===== config.mk =====
export PLATFORM = sky130hd
export DESIGN_NAME = rom_rd_monitor
export DESIGN_NICKNAME = d
export VERILOG_FILES = /design/src/rtl/rom_rd_monitor.sv
export SDC_FILE = /design/constraint.sdc
export NUM_CORES = 1
export LEC_CHECK = 0
export CAP_MARGIN = 20
export CORE_MARGIN = 2
export CORE_UTILIZATION = 50
export CTS_BUF_LIST = sky130_fd_sc_hd__clkbuf_16
export DETAILED_ROUTE_END_ITERATION = 10
export PLACE_DENSITY = 0.69
export SETUP_SLACK_MARGIN = 0.05
export SLEW_MARGIN = 20
export SYNTH_ARGS = -nofsm -noshare
export SYNTH_HDL_FRONTEND = slang
export SYNTH_SLANG_ARGS = --single-unit
export TNS_END_PERCENT = 30

===== constraint.sdc =====
create_clock -name clk -period 7.8 [get_ports clk]
set_clock_uncertainty 0.05 [all_clocks]
set_input_delay 1.56 -clock clk [delete_from_list [all_inputs] [get_ports clk]]
set_output_delay 1.56 -clock clk [all_outputs]
set_load 0.02 [all_outputs]

===== src/rtl/rom_rd_monitor.sv =====
// rom_rd_monitor: passive read-side monitor for the ROM input interface.
// Each qualified address is delayed by the ROM read latency, paired with
// the returned data word and queued in a show-ahead record FIFO.
// Optional feature: define ROM_MON_CHKSUM_EN to add the running data
// checksum register and its `checksum` output port.
module rom_rd_monitor #(
  parameter int ADDR_W  = 8,
  parameter int DATA_W  = 8,
  parameter int LATENCY = 1,
  parameter int DEPTH   = 8
) (
  input  logic                     clk,
  input  logic                     rst_n,
  input  logic                     en,
  input  logic [ADDR_W-1:0]        address,
  input  logic [DATA_W-1:0]        data,
  input  logic                     pop,
  output logic                     rec_valid,
  output logic [ADDR_W-1:0]        rec_addr,
  output logic [DATA_W-1:0]        rec_data,
  output logic [$clog2(DEPTH):0]   count,
  output logic                     overflow
`ifdef ROM_MON_CHKSUM_EN
  ,
  output logic [DATA_W-1:0]        checksum
`endif
);

  localparam int PTR_W = $clog2(DEPTH);
  localparam logic [PTR_W:0] PTR_ONE  = {{PTR_W{1'b0}}, 1'b1};
  localparam logic [PTR_W:0] FULL_CNT = {1'b1, {PTR_W{1'b0}}};

  logic [LATENCY-1:0] pipe_vld;
  logic [ADDR_W-1:0]  pipe_addr [LATENCY];

  logic [ADDR_W-1:0]  mem_addr [DEPTH];
  logic [DATA_W-1:0]  mem_data [DEPTH];

  logic [PTR_W:0]     wr_ptr;
  logic [PTR_W:0]     rd_ptr;
  logic [PTR_W-1:0]   rd_idx;
  logic [PTR_W-1:0]   wr_idx;

  logic cap_vld;
  logic pop_ok;
  logic full;
  logic push_ok;
  logic drop;

  // The request leaving the last pipeline stage lines up with the ROM data
  // on this edge; a simultaneous pop frees a slot even when the FIFO is full.
  assign cap_vld   = pipe_vld[LATENCY-1];
  assign count     = wr_ptr - rd_ptr;
  assign rec_valid = (wr_ptr != rd_ptr);
  assign full      = (count == FULL_CNT);
  assign pop_ok    = pop && rec_valid;
  assign push_ok   = cap_vld && (!full || pop_ok);
  assign drop      = cap_vld && full && !pop_ok;
  assign rd_idx    = rd_ptr[PTR_W-1:0];
  assign wr_idx    = wr_ptr[PTR_W-1:0];

  // Head entry is shown ahead; outputs are forced to zero while empty.
  assign rec_addr  = rec_valid ? mem_addr[rd_idx] : '0;
  assign rec_data  = rec_valid ? mem_data[rd_idx] : '0;

  // Request pipeline: stage 0 samples the bus, later stages shift along.
  always_ff @(posedge clk or negedge rst_n) begin
    if (!rst_n) begin
      pipe_vld <= '0;
      for (int i = 0; i < LATENCY; i++) begin
        pipe_addr[i] <= '0;
      end
    end else begin
      pipe_vld[0]  <= en;
      pipe_addr[0] <= address;
      for (int i = 1; i < LATENCY; i++) begin
        pipe_vld[i]  <= pipe_vld[i-1];
        pipe_addr[i] <= pipe_addr[i-1];
      end
    end
  end

  // Record storage; contents need no reset since empty entries are masked.
  always_ff @(posedge clk) begin
    if (push_ok) begin
      mem_addr[wr_idx] <= pipe_addr[LATENCY-1];
      mem_data[wr_idx] <= data;
    end
  end

  // Pointer bookkeeping and the sticky overflow flag.
  always_ff @(posedge clk or negedge rst_n) begin
    if (!rst_n) begin
      wr_ptr   <= '0;
      rd_ptr   <= '0;
      overflow <= 1'b0;
    end else begin
      if (push_ok) begin
        wr_ptr <= wr_ptr + PTR_ONE;
      end
      if (pop_ok) begin
        rd_ptr <= rd_ptr + PTR_ONE;
      end
      if (drop) begin
        overflow <= 1'b1;
      end
    end
  end

`ifdef ROM_MON_CHKSUM_EN
  // Running checksum folds in the data of every accepted record only.
  always_ff @(posedge clk or negedge rst_n) begin
    if (!rst_n) begin
      checksum <= '0;
    end else if (push_ok) begin
      checksum <= {checksum[DATA_W-2:0], checksum[DATA_W-1]} ^ data;
    end
  end
`endif

endmodule


==> out/metrics.cfg, run 1 <==
[worst_hold_path]
holdPathStages=1
hp-class=flip-flop to flip-flop

[die]
die_h_um=110
ios=42
rows=38
core_sq_um=10900
die_w_um=110
dieArea_sq_um=12200
initial_core_util_pct=51.7

[yosys]
avgSynthCellArea_sq_um=19.3
yosysWarnings=0
synthArstFlopShare_pct=12.3
synth_top_cell_by_area=edfxtp_1
ys_seq_elements=146
synth_ff_type=edfxtp_1
synth_cell_types=30
syn_inst=293
syn_area_sq_um=5650
synth.top_cell.area_share_pct=68.0
syn_nets=319
synth_area_leaders=edfxtp_1 (68%), mux4_2 (13%), dfrtp_1 (8.0%), nand2_1 (2.5%), a21oi_1 (1.5%)
yosysSeqAreaShare_pct=76.0
synth_enable_flop_cells=128

[worst_setup_path]
cp_cell_sequence=clkinv_1, ha_1, nand3_1, nor2_1, buf_4, a21oi_1, clkdlybuf4s50_1
cp_max_fo=19
worstPathArrival_ns=3.84
crit_type=flip-flop to output pin
critPathBufInv=3
cp_top_family=buffers and inverters
reg2reg_depth=7
slowest_stage=dfrtp_1
cp.depth=7
slowest_delay_ns=0.85
cp-end-kind=output pin
worstPathRequired_ns=6.19
cp-start-kind=flip-flop

[sta]
final_hold_viol_count=0
tightest_slew_ns=0.877
slew_headroom_pct=41.5
setup_viol=0
fin_crit_ns=5.45
slew_violations=0
fmax_ghz=0.184
period_share_pct=69.8
setup_tns_ns=0
rsz0062_at_grt=false

[drt]
drt_iter0_markers=185
drc=0
finalWirelength_um=10700
vias=2803
wire_per_inst_um=21.1
ant_nets=0
first_pass_iters=4
vias_per_cell=5.55

[global_routing]
grt_use_total_pct=19.9
grt-ovfl-total=0
grt_pass1_vias=2929
grt_pass1_wl_um=16400
grt_start_max_net_pins=23
antenna_found_initial=0

[clock_network]
cts_sinks=146
cts_hold_buf=0
ctsResizeCount=0
clk_pin_slew_ns=0.05
post_cts_buffers=0
cts-buffers-inserted=17
clk_latency_ns=0.41
cts_tree=yes
clock_path_buffers=2
cts_max_level=4
cts_root_buf=clkbuf_16

[placed_design]
post-dp-hpwl_um=6190
place_area_sq_um=6280
place.gp.congestion=0.711
port_buffers=41

[finish]
n_fill_cell=792
multi_input_area_sq_um=1280
drive_gt1_share_pct=21.6
final_cell_mix=edfxtp_1 (128), clkdlybuf4s50_1 (40), nand2_1 (38), mux4_2 (32)
nets=378
area_growth_pct=21.7
antenna_cells=0
final_common_cell=edfxtp_1
seqCellArea_sq_um=4300
fin_area_sq_um=6870

[pwr]
cellLeakagePower_nw=2.37
power.density_nw_per_um2=439
ir_worst_vdd_mv=0.292

[run]
maxCapViolCount=0

[run_status]
outcome=completed

## logic make-up (layout without fill, tap and decap cells)
family                   count (synthesis)  after routing  share of synthesized area (%)
adder cells (fa/ha/maj)                  6              6                           1.46
XOR/XNOR                                 7              7                           1.22
AO/OA/AOI/OAI                           22             22                           2.55
multiplexers                            33             33                           13.0
buffers and inverters                   21             93                           1.48
flip-flops                             146            146                           76.0
AND/OR/NAND/NOR                         58             58                           4.34
## Yosys cell counts (2+ instances only)
cell type	count
clkbuf_1	7
buf_2	4
xor2_1	4
nand2_1	38
inv_1	8
dfrtp_1	18
nand2b_1	2
edfxtp_1	128
nor2_1	9
a21oi_1	17
ha_1	5
nor3_1	2
mux4_2	32
nand3_1	2
xnor2_1	2
## path summary, 6_finish.rpt
check	startpoint	end	slack, ns
max in group asynchronous	rst_n	rd_ptr[0]	6.25
min in group asynchronous	rst_n	wr_ptr[2]	1.07
min reg2reg	overflow	overflow	0.44
min	overflow	overflow	0.44
max	rd_ptr[2]	rec_data[0]	2.35
max reg2reg	rd_ptr[2]	mem_data[7][3]	3.64
## per-stage QoR
stage	total power [mW]	std cells	hold WS, ns	setup WS, ns	utilization (%)
final	3.02	505	0.438	2.35	62.9
after global routing	3.17	505	0.470	2.13	62.9
after CTS	3.05	505	0.445	2.35	62.9
after detailed placement	2.23	473	0.428	2.82	57.4
after global placement	2.21	473	0.413	2.85	57.4
after floorplan	1.78	293	0.423	3.95	-
## registers in the layout, summed over array words and instances (netlist names)
name	count
cap_vld	1
mem_data	64
mem_addr	64
rd_ptr	4
wr_ptr	4
overflow	1
pipe_addr	8
## layout make-up
class	count	area share [%]
clock inverters	15	2.53
multi-input cells	126	18.7
flip-flops and latches	146	62.5
repair buffers	52	7.10
inverters	9	0.491
clock buffers	17	6.19
well taps	140	2.55
## power breakdown
| part | switching, mW | internal [mW] |
|---|---|---|
| clock | 0.288 | 0.526 |
| combinational | 0.587 | 0.517 |
| sequential | 0.107 | 0.992 |
| total | 0.982 | 2.03 |
## routing by layer
layer	global-route usage, %	wire [um]	up-vias
met4	6.61	152	0
met3	5.76	647	13
met1	25.2	4380	1441
met5	0	0	-
li1	-	-	1264
met2	33.2	5490	85
Note: power is estimated with default switching activity, not from simulation.
==> run 2: changes to the inputs <==
- PLACE_DENSITY: 0.69 -> 0.71
- clock period: 7.8 -> 4.4 ns (I/O delays scaled with it)
==> out/metrics.cfg, run 2 (same netlist as run 1, synthesis figures left out) <==
[finish]
drive_gt1_share_pct=22.9
final_common_cell=edfxtp_1
postLayoutCoreUtil_pct=62.7
fin_area_sq_um=6860
fin_cells=507
nets=380
final_cell_mix=edfxtp_1 (128), clkdlybuf4s50_1 (40), nand2_1 (38), mux4_2 (32)
reg_top3=mem_addr x64, mem_data x64, pipe_addr x8
area_growth_pct=21.4
antenna_cells=0

[drt]
drt_iter0_markers=154
first_pass_iters=4
vias_per_cell=5.53
finalWirelength_um=10600
wire_per_inst_um=20.8
ant_nets=0
vias=2806
drc=0

[clock_network]
clk_pin_slew_ns=0.06
clock_path_buffers=2
post_cts_buffers=0
ctsResizeCount=0
cts-buffers-inserted=17
clk_latency_ns=0.41
cts_sinks=146
cts_tree=yes
cts_max_level=4
cts_hold_buf=0
cts_root_buf=clkbuf_16

[die]
initial_core_util_pct=51.7
ios=42
dieArea_sq_um=12200
rows=38
die_h_um=110
core_sq_um=10900
die_w_um=110

[placed_design]
dp.cells=475
port_buffers=41
place.gp.congestion=0.745
place_area_sq_um=6290
post-dp-hpwl_um=5920
place_ws_ns=0.969

[sta]
final_hold_viol_count=0
fin_crit_ns=3.80
slew_violations=0
setup_tns_ns=0
setup_slack_ns=0.603
period_share_pct=86.3
setup_viol=0
slew_headroom_pct=41.1
rsz0062_at_grt=false
fmax_ghz=0.263
tightest_slew_ns=0.879
holdWs_ns=0.382

[global_routing]
grt-ovfl-total=0
grt_pass1_wl_um=16200
antenna_found_initial=0
grt_use_total_pct=19.5
grt_start_max_net_pins=36
grt_pass1_vias=2918

[run]
maxCapViolCount=0

[worst_setup_path]
crit_type=flip-flop to output pin
cp_max_fo=20
cp-start-kind=flip-flop
cp-end-kind=output pin
worstPathArrival_ns=2.87
worstPathRequired_ns=3.47

[pwr]
ir_worst_vdd_mv=0.365
power.density_nw_per_um2=767
total_power_mw=5.26
cellLeakagePower_nw=2.36

[worst_hold_path]
hp-class=input pin to asynchronous set/reset pin

[run_status]
outcome=completed

-- run 2: critical path, cell delays in order (launching register included) --
cell and delay (ns):
dfrtp_2 0.68, buf_4 0.47, mux4_2 0.55, nand2_1 0.08, a21oi_1 0.10, clkdlybuf4s50_1 0.56
-- run 2: report_power, final --
part / internal (mW) / total [mW] / switching, mW
sequential: 1.76 / 1.89 / 0.128
clock: 0.828 / 1.37 / 0.542
combinational: 0.923 / 2.00 / 1.08
total: 3.51 / 5.26 / 1.75
-- run 2: layout make-up --
type | count | area [sq um]
Sequential cell | 146 | 4300
Fill cell | 789 | 4070
Multi-Input combinational cell | 126 | 1280
Timing Repair Buffer | 54 | 503
Clock buffer | 17 | 425
Tap cell | 140 | 175
Clock inverter | 15 | 146
Inverter | 9 | 33.8
-- run 2: worst paths after layout --
path | from | cells past startpoint | slack (ns) | to
max in group asynchronous | rst_n | 1 | 3.53 | rd_ptr[0]
worst min-delay path | rst_n | 1 | 0.38 | pipe_addr[2]
worst max-delay path | rd_ptr[0] | 5 | 0.60 | rec_addr[6]
worst min register to register | overflow | 1 | 0.42 | overflow
worst max register to register | rd_ptr[0] | 7 | 1.26 | mem_data[7][5]
min in group clk | overflow | 1 | 0.42 | overflow
-- run 2: layer usage --
layer,GRT usage (%),routed length [um],part of all wire (%)
met1,25.4,4210,40
met2,32.0,5390,51
met3,5.11,861,8.1
met4,7.32,102,0.97
met5,0,0,0
==> run 3: changes to the inputs <==
- ABC_AREA: default -> 1
- GPL_TIMING_DRIVEN: default -> 0
==> out/metrics.cfg, run 3 <==
[sta]
slew_headroom_pct=43.2
tightest_slew_ns=0.852
fmax_ghz=0.245
fin_crit_ns=4.08
period_share_pct=92.8
slew_violations=0
setup_viol=0
rsz0062_at_grt=false
final_hold_viol_count=0
setup_tns_ns=0

[yosys]
avgSynthCellArea_sq_um=12.4
syn_inst=479
synth_area_leaders=edfxtp_1 (65%), nor2_1 (7.7%), dfrtp_1 (7.6%), o21ai_0 (3.9%), nand2_1 (2.7%)
ys_seq_elements=146
synth_most_common_cell=edfxtp_1
yosysWarnings=0
yosysSeqAreaShare_pct=72.3
synthArstFlopShare_pct=12.3
syn_nets=505
syn_area_sq_um=5940
synth_enable_flop_cells=128
synth.top_cell.area_share_pct=64.7
synth_cell_types=29
synth_top_cell_by_area=edfxtp_1
synthTopCellsByCount=edfxtp_1 (128), nor2_1 (122), o21ai_0 (46)
synth_ff_type=edfxtp_1

[worst_setup_path]
reg2reg_from=rd_ptr[1]
worstPathArrival_ns=3.15
cp-start-kind=flip-flop
cp-end-kind=output pin
crit_start=rd_ptr[1]
cp_max_fo=10
worstPathRequired_ns=3.47
crit_type=flip-flop to output pin

[finish]
drive_gt1_share_pct=13.1
postLayoutCoreUtil_pct=62.7
reg_top3=mem_addr x64, mem_data x64, pipe_addr x8
multi_input_area_sq_um=1440
fin_cells=702
area_growth_pct=21.5
seqCellArea_sq_um=4290
final_common_cell=edfxtp_1
n_fill_cell=881
final_cell_mix=edfxtp_1 (128), nor2_1 (115), o21ai_0 (46), nand2_1 (42), clkdlybuf4s50_1 (41)
nets=572
antenna_cells=0

[placed_design]
dp.cells=670
place.gp.congestion=0.849
post-dp-hpwl_um=8750
port_buffers=41

[clock_network]
clk_latency_ns=0.42
ctsResizeCount=0
cts_hold_buf=0
clk_pin_slew_ns=0.06
clock_path_buffers=2
cts_sinks=146
cts-buffers-inserted=17
cts_root_buf=clkbuf_16
post_cts_buffers=0
cts_tree=yes
cts_max_level=4

[drt]
vias_per_cell=5.58
drc=1
vias=3914
drt_iter0_markers=440
finalWirelength_um=13400
ant_nets=0
first_pass_iters=8
wire_per_inst_um=19.1

[global_routing]
antenna_found_initial=0
grt_use_total_pct=22.2
grt_pass1_wl_um=20900
grt-ovfl-total=0
grt_pass1_vias=3849
grt_start_max_net_pins=19

[die]
die_w_um=113
core_sq_um=11500
dieArea_sq_um=12800
die_h_um=113
ios=42
initial_core_util_pct=51.6
rows=39

[run_status]
violations=DRC
outcome=finished with violations

[worst_hold_path]
min-delay-start=overflow
hp-class=flip-flop to flip-flop

[pwr]
power.density_nw_per_um2=792
ir_worst_vdd_mv=0.734
cellLeakagePower_nw=2.64

[run]
maxCapViolCount=0

-- run 3: per-layer routing --
| metal | GRT usage (%) | wire (um) | up-vias | share of wire, % |
|---|---|---|---|---|
| met3 | 4.66 | 945 | 23 | 7.0 |
| met1 | 29.9 | 5660 | 1885 | 42 |
| li1 | - | - | 1832 | - |
| met4 | 8.86 | 218 | 0 | 1.6 |
| met2 | 35.7 | 6610 | 174 | 49 |
| met5 | 0 | 0 | - | 0 |
-- run 3: power breakdown --
part	leakage [nW]	switching (mW)	internal (mW)
Combinational	0.989	1.55	0.959
Sequential	1.38	0.0942	1.74
Clock	0.272	0.543	0.827
Total	2.64	2.19	3.53
-- run 3: final cells by class --
type,count,area share [%]
timing repair buffer,48,7.09
clock buffer,17,5.89
tap,143,2.48
buffer,27,2.41
inverter,14,0.728
sequential,146,59.5
multi-input combinational,292,19.9
clock inverter,15,1.99
-- run 3: metrics by stage --
step	instance area [sq um]	setup slack, ns	hold WS [ns]	total power [mW]
detailed placement	6650	0.654	0.412	4.36
CTS	7220	0.203	0.431	5.73
global placement	6530	0.653	0.413	4.26
floorplan	5940	1.60	0.413	3.34
finish	7220	0.319	0.428	5.72
global route	7220	0.168	0.442	6.03
-- run 3: path summary, 6_finish.rpt --
| check | cells past startpoint | slack, ns | to |
|---|---|---|---|
| setup reg to reg | 10 | 1.46 | mem_data[7][3] |
| hold / removal | 1 | 0.43 | overflow |
| hold reg to reg | 1 | 0.43 | overflow |
| min in group asynchronous | 1 | 0.89 | pipe_addr[4] |
| setup / recovery | 10 | 0.32 | rec_addr[5] |
| max in group asynchronous | 1 | 2.90 | pipe_addr[7] |
-- run 3: logic make-up (layout without fill, tap and decap cells) --
family                   after synthesis  count (layout)  share of synthesized area (%)
flip-flops                           146             146                           72.3
AND/OR/NAND/NOR                      182             182                           12.3
buffers and inverters                 41             121                           3.81
XOR/XNOR                               4               4                          0.590
AO/OA/AOI/OAI                        100             100                           9.67
adder cells (fa/ha/maj)                6               6                           1.39
-- run 3: worst max-delay path, stage by stage, from the launching register on --
cell and delay (ns):
dfrtp_1 0.48, inv_2 0.20, buf_2 0.33, ha_1 0.31
nand2_1 0.08, nor2_1 0.04, nand2_2 0.11, buf_2 0.28
nand2_1 0.12, nor2_1 0.14, clkdlybuf4s50_1 0.63
